--- src/rtl/mem_port_arbiter_pkg.sv ---
// Shared definitions for the memory port arbiter.
//
// Contents:
//   WORD_SIZE, FETCH_SIZE  default address and line widths
//   TIMEOUT_DEFAULT        default watchdog limit in MEM cycles
//   TMO_CNT_W              width of the watchdog counter
//   arb_state_e            arbiter FSM state encoding
//   src_e                  requesting-port identifier
//   other_src()            the port that is not the given one
package mem_port_arbiter_pkg;

  localparam int unsigned WORD_SIZE       = 16;
  localparam int unsigned FETCH_SIZE      = 64;
  localparam int unsigned TIMEOUT_DEFAULT = 32;
  localparam int unsigned TMO_CNT_W       = 6;

  typedef enum logic [1:0] {
    ARB_IDLE = 2'd0,
    ARB_MEM  = 2'd1,
    ARB_RESP = 2'd2
  } arb_state_e;

  typedef enum logic {
    SRC_I = 1'b0,
    SRC_D = 1'b1
  } src_e;

  function automatic src_e other_src(input src_e s);
    if (s == SRC_I) begin
      return SRC_D;
    end
    return SRC_I;
  endfunction

endpackage

--- src/rtl/mem_port_arbiter_rr_grant2.sv ---
// Two-requester round-robin picker for the memory port arbiter.
//
// Purely combinational. The grant output is only meaningful when at least
// one request is set; with no request it defaults to the i-port.
//
// Ports:
//   req_i       i-cache port is pending
//   req_d       d-cache port is pending
//   last_grant  port that owned the most recent completed transaction
//   grant       port chosen for the next transaction
module rr_grant2
  import mem_port_arbiter_pkg::*;
(
  input  logic req_i,
  input  logic req_d,
  input  src_e last_grant,
  output src_e grant
);

  always_comb begin
    grant = SRC_I;
    if (req_i && req_d) begin
      // Tie: whoever did not go last goes now.
      grant = other_src(last_grant);
    end else if (req_d) begin
      grant = SRC_D;
    end
  end

endmodule

--- src/rtl/mem_port_arbiter.sv ---
// Memory port arbiter: serialises i-cache line reads and d-cache line
// reads/writes onto one line-wide memory port.
//
// A transaction is latched in IDLE (source, line-aligned address, direction,
// write line), presented on the memory port in MEM until mem_ready or the
// watchdog expires, and completed in RESP with a one-cycle ack to the owner.
// Every transaction passes through IDLE again, so a port is never resampled
// in the cycle its ack is high.
//
// Ports:
//   clk, reset                   clock, synchronous active-high reset
//   i_readM, i_writeM            i-cache read request / ignored write request
//   i_addressM                   i-cache line address
//   i_rdata, i_ack               i-cache line data (valid with ack), ack pulse
//   d_readM, d_writeM            d-cache read / write request (write wins)
//   d_addressM, d_wdata          d-cache line address and write line
//   d_rdata, d_ack               d-cache line data (valid with ack), ack pulse
//   mem_req, mem_we              memory request, direction (1 = write)
//   mem_address, mem_wdata       line-aligned address, write line
//   mem_rdata, mem_ready         read line, one-cycle completion
//   err_timeout                  sticky watchdog flag, cleared by reset only
module mem_port_arbiter #(
  parameter int unsigned WORD_SIZE  = mem_port_arbiter_pkg::WORD_SIZE,
  parameter int unsigned FETCH_SIZE = mem_port_arbiter_pkg::FETCH_SIZE,
  parameter int unsigned TIMEOUT    = mem_port_arbiter_pkg::TIMEOUT_DEFAULT
) (
  input  logic                  clk,
  input  logic                  reset,
  input  logic                  i_readM,
  input  logic                  i_writeM,
  input  logic [WORD_SIZE-1:0]  i_addressM,
  output logic [FETCH_SIZE-1:0] i_rdata,
  output logic                  i_ack,
  input  logic                  d_readM,
  input  logic                  d_writeM,
  input  logic [WORD_SIZE-1:0]  d_addressM,
  input  logic [FETCH_SIZE-1:0] d_wdata,
  output logic [FETCH_SIZE-1:0] d_rdata,
  output logic                  d_ack,
  output logic                  mem_req,
  output logic                  mem_we,
  output logic [WORD_SIZE-1:0]  mem_address,
  output logic [FETCH_SIZE-1:0] mem_wdata,
  input  logic [FETCH_SIZE-1:0] mem_rdata,
  input  logic                  mem_ready,
  output logic                  err_timeout
);

  import mem_port_arbiter_pkg::*;

  // Counter value seen in the last MEM cycle the watchdog allows.
  localparam logic [TMO_CNT_W-1:0] TMO_LAST = TMO_CNT_W'(TIMEOUT - 1);

  arb_state_e            state_q, state_d;
  src_e                  owner_q, owner_d;
  src_e                  last_q, last_d;
  src_e                  grant;
  logic                  we_q, we_d;
  logic [WORD_SIZE-1:0]  addr_q, addr_d;
  logic [WORD_SIZE-1:0]  sel_addr;
  logic [FETCH_SIZE-1:0] wdata_q, wdata_d;
  logic [FETCH_SIZE-1:0] rdata_q, rdata_d;
  logic [TMO_CNT_W-1:0]  cnt_q, cnt_d;
  logic                  err_q, err_d;
  logic                  i_pend, d_pend;
  logic                  in_mem, in_resp;

  // i_writeM is architecturally ignored; low address bits are forced to zero.
  logic unused_inputs;
  assign unused_inputs = ^{i_writeM, i_addressM[1:0], d_addressM[1:0]};

  assign i_pend = i_readM;
  assign d_pend = d_readM | d_writeM;

  rr_grant2 u_rr_grant2 (
    .req_i      (i_pend),
    .req_d      (d_pend),
    .last_grant (last_q),
    .grant      (grant)
  );

  assign sel_addr = (grant == SRC_D) ? d_addressM : i_addressM;

  always_comb begin
    state_d = state_q;
    owner_d = owner_q;
    last_d  = last_q;
    we_d    = we_q;
    addr_d  = addr_q;
    wdata_d = wdata_q;
    rdata_d = rdata_q;
    cnt_d   = cnt_q;
    err_d   = err_q;

    case (state_q)
      ARB_IDLE: begin
        if (i_pend || d_pend) begin
          owner_d = grant;
          we_d    = (grant == SRC_D) && d_writeM;
          addr_d  = {sel_addr[WORD_SIZE-1:2], 2'b00};
          wdata_d = ((grant == SRC_D) && d_writeM) ? d_wdata : '0;
          cnt_d   = '0;
          state_d = ARB_MEM;
        end
      end

      ARB_MEM: begin
        if (mem_ready) begin
          // Writes hand back an all-zero line.
          rdata_d = we_q ? '0 : mem_rdata;
          state_d = ARB_RESP;
        end else if (cnt_q == TMO_LAST) begin
          err_d   = 1'b1;
          rdata_d = '0;
          state_d = ARB_RESP;
        end else if (cnt_q != '1) begin
          cnt_d = cnt_q + 1'b1;
        end
      end

      ARB_RESP: begin
        last_d  = owner_q;
        state_d = ARB_IDLE;
      end

      default: begin
        state_d = ARB_IDLE;
      end
    endcase
  end

  always_ff @(posedge clk) begin
    if (reset) begin
      state_q <= ARB_IDLE;
      owner_q <= SRC_I;
      last_q  <= SRC_I;
      we_q    <= 1'b0;
      addr_q  <= '0;
      wdata_q <= '0;
      rdata_q <= '0;
      cnt_q   <= '0;
      err_q   <= 1'b0;
    end else begin
      state_q <= state_d;
      owner_q <= owner_d;
      last_q  <= last_d;
      we_q    <= we_d;
      addr_q  <= addr_d;
      wdata_q <= wdata_d;
      rdata_q <= rdata_d;
      cnt_q   <= cnt_d;
      err_q   <= err_d;
    end
  end

  assign in_mem  = (state_q == ARB_MEM);
  assign in_resp = (state_q == ARB_RESP);

  // Port outputs are zero whenever they carry no meaning.
  assign mem_req     = in_mem;
  assign mem_we      = in_mem & we_q;
  assign mem_address = in_mem ? addr_q : '0;
  assign mem_wdata   = in_mem ? wdata_q : '0;

  assign i_ack   = in_resp && (owner_q == SRC_I);
  assign d_ack   = in_resp && (owner_q == SRC_D);
  assign i_rdata = i_ack ? rdata_q : '0;
  assign d_rdata = d_ack ? rdata_q : '0;

  assign err_timeout = err_q;

endmodule

--- config.mk ---
export PLATFORM = sky130hd
export DESIGN_NAME = mem_port_arbiter
export DESIGN_NICKNAME = d
export VERILOG_FILES = /design/src/rtl/mem_port_arbiter_pkg.sv /design/src/rtl/mem_port_arbiter_rr_grant2.sv /design/src/rtl/mem_port_arbiter.sv
export SDC_FILE = /design/constraint.sdc
export NUM_CORES = 1
export LEC_CHECK = 0
export ABC_AREA = 1
export CORE_AREA = 2 2 148 150
export CTS_BUF_LIST = sky130_fd_sc_hd__clkbuf_8 sky130_fd_sc_hd__clkbuf_16
export DETAILED_ROUTE_END_ITERATION = 16
export DIE_AREA = 0 0 150 152
export PLACE_DENSITY = 0.79
export SYNTH_ARGS = -nofsm -noshare
export SYNTH_HDL_FRONTEND = slang
export SYNTH_SLANG_ARGS = --single-unit
--- constraint.sdc ---
create_clock -name clk -period 1.6 [get_ports clk]
set_input_delay 0.16 -clock clk [delete_from_list [all_inputs] [get_ports clk]]
set_output_delay 0.16 -clock clk [all_outputs]
set_load 0.01 [all_outputs]
==> qor.yml <==
outcome:
  status: "finished, violations left"
  violations: "negative setup slack"
floorplanning:
  die_area_sq_mm: 0.0228
  die_h_um: 152
  core_area_sq_mm: 0.0214
  start_util: 0.330
  dieWidth_um: 150
  io_pins: 380
  fp-row-count: 54
yosys:
  async_reset_ff_frac: 0
  ys_warn_count: 0
  synthTopCellsByArea: "dfxtp_1 44%, inv_1 13%, nor2_1 12%"
  ys.flop_type: "dfxtp_1"
  seq_area_frac_synth: 0.438
  syn-instance-count: 1048
  synth.avg_cell_area_sq_um: 6.72
  synth_top_cell_by_area: "dfxtp_1"
  synth_common_cells: "248 x inv_1, 219 x nor2_1, 154 x dfxtp_1"
  synth_edf_count: 0
  synth_top_area_frac: 0.438
  ys_seq_elements: 154
  synth_area_sq_mm: 0.00704
  ys_types: 25
  synth.most_common_cell: "inv_1"
route:
  final_antenna_net_count: 0
  wl_per_cell_um: 13.7
  drt_iter0_drc: 367
  vias: 7690
  drt_pass1_iterations: 7
  drc: 0
  wirelength_um: 23200
  routed_via_density: 4.54
timing:
  hold_viol_final: 0
  min_period_ns: 1.80
  maxSlewViolCount: 0
  clock_skew_ns: 0.00989
  whs_ns: 0.132
  rsz0062_at_grt: "true"
  fmax_mhz: 556
  setup_violations: 186
  layout_setup_ws_ns: -0.200
  post-route-period-util: 1.13
power:
  clkPwrFrac: 0.412
  power_leakage_uw: 0.00487
  power_density_mw_per_mm2: 862
  power_uw: 9720
  combPwrFrac: 0.163
  p_switching_uw: 2540
  ir_drop_v: 0.000673
  switching_share: 0.261
  power_frac_seq: 0.426
  p_int_uw: 7180
worst_setup_path:
  cp.arrival_ns: 1.64
  worst_ep_required_time_ns: 1.44
  end_kind: "output port"
  crit_family: "buffers and inverters"
  slowest_stage: "dfxtp_2"
  worst-path-buf-inv: 4
  path_cells: "inv_2 -> nand2_4 -> nor2_4 -> inv_2 -> buf_12 -> nor2_1 -> clkdlybuf4s15_2"
  cp_common_cell: "inv_2"
  critical_path_peak_fanout: 64
  critical_path_class: "reg2out"
  slowest_delay_ns: 0.33
  cp-start-kind: "register"
finish:
  syn_to_final_growth_pct: 60.2
  fin_util: 0.528
  fin_nets: 1569
  n_antenna_cell: 0
  drive_gt1_frac: 0.179
grt:
  grt_max_degree: 74
  grt_pass1_vias: 7325
  grt_overflow: 0
  antenna_found_initial: 1
  grt_pass1_wl_um: 35800
  grt_usage: 0.195
placed_design:
  gp_congestion: 0.816
  pre_cts_ws_ns: -0.126
  port_buffers: 372
  dp_hpwl_um: 16600
min_path:
  min_path_type: "in2reg"
clock_network:
  htreeDepth: 4
  cts.clk_slew.worst_paths_ns: 0.06
  cts_buffers: 17
  cts_max_path_buffers: 2
  holdBufCountCts: 0
  clock-sinks: 154
  clk_latency_ns: 0.42
  post_cts_buffers: 0
  cts_root_buffer: "clkbuf_16"
  tritoncts: "done"
flow_run:
  maxCapViolCount: 0
[state kept, by name, summed over array words and instances, names as in the netlist]
| name | flops |
|---|---|
| last_q | 1 |
| err_timeout | 1 |
| owner_q | 1 |
| addr_q | 14 |
| wdata_q | 64 |
| cnt_q | 6 |
| we_q | 1 |
| state_q | 2 |
| rdata_q | 64 |
[cell type report]
| cell class | instances | area [sq um] |
|---|---|---|
| clock inverter | 13 | 143 |
| inverter | 250 | 943 |
| fill | 2092 | 10100 |
| tap | 280 | 350 |
| sequential | 154 | 3090 |
| clock buffer | 18 | 439 |
| multi-input combinational | 574 | 2710 |
| timing repair buffer | 404 | 3600 |
[through the flow]
step | instance area (sq um) | std cells | TNS [ns]
final | 11300 | 1693 | -15.29
after global routing | 11300 | 1693 | -32.42
after CTS | 11600 | 1692 | -39.84
after detailed placement | 11100 | 1660 | -12.25
after global placement | 11100 | 1660 | -8.78
after floorplan | 7040 | 1049 | 0
[cell usage in the layout (no fill, tap or decap), types with 3 or more instances in the layout]
cell,Yosys,layout
nor2_1,219,201
nand2_1,101,98
clkdlybuf4s50_1,0,161
nand3_1,70,70
inv_1,248,246
dfxtp_1,154,151
clkbuf_16,0,18
dlygate4sd2_1,0,44
clkdlybuf4s15_1,0,10
nor2_2,1,17
o21ai_0,18,17
clkinvlp_4,0,4
buf_2,24,37
clkbuf_2,0,77
inv_6,0,4
o22ai_1,78,78
nand3b_1,3,3
buf_12,0,13
buf_4,15,16
a21oi_1,73,73
clkdlybuf4s15_2,0,40
inv_2,2,3
[cell families (layout without fill, tap and decap cells)]
kind of cell	after synthesis	count (layout)	share of synthesized area
DFF	154	154	0.438
adders and majority gates	1	1	0.00178
and+or+nand+nor	401	401	0.234
other	1	2	0.000533
buffers and inverters	321	685	0.190
AOI/OAI and AO/OA	170	170	0.135
[timing repair]
item,4_1_cts,5_1_grt
setup endpoints to repair,210,210
resized for setup,371,231
pin swaps,0,1
gates cloned,1,1
[worst paths after layout]
check | slack [ns] | start | end | cells past startpoint
hold / removal | 0.13 | reset | cnt_q[3] | 4
setup reg to reg | 0.12 | cnt_q[0] | rdata_q[51] | 7
hold reg to reg | 0.47 | wdata_q[8] | wdata_q[8] | 2
setup / recovery | -0.20 | state_q[0] | d_rdata[50] | 7
[per-layer routing]
| metal | track usage | vias up | wire [um] | share of wire |
|---|---|---|---|---|
| li1 | - | 3903 | - | - |
| met1 | 0.210 | 3427 | 8890 | 0.38 |
| met2 | 0.343 | 298 | 11500 | 0.49 |
| met3 | 0.0616 | 60 | 2070 | 0.089 |
| met4 | 0.0907 | 2 | 796 | 0.034 |
| met5 | 0 | - | 16 | 0.00069 |
[power by group through the flow]
stage	combinational [uW]	sequential [uW]	clock (uW)
after floorplan	762	4200	0
after global placement	1560	4210	0
after detailed placement	1570	4220	0
after CTS	1570	4140	4090
after global routing	1740	4160	4260
final	1580	4140	4000
[worst min-delay path, cell delays in order]
cell and delay (ns):
buf_2 0.12, inv_1 0.10, o21ai_0 0.08, nor2_1 0.05
Note: power is estimated with default switching activity, not from simulation.
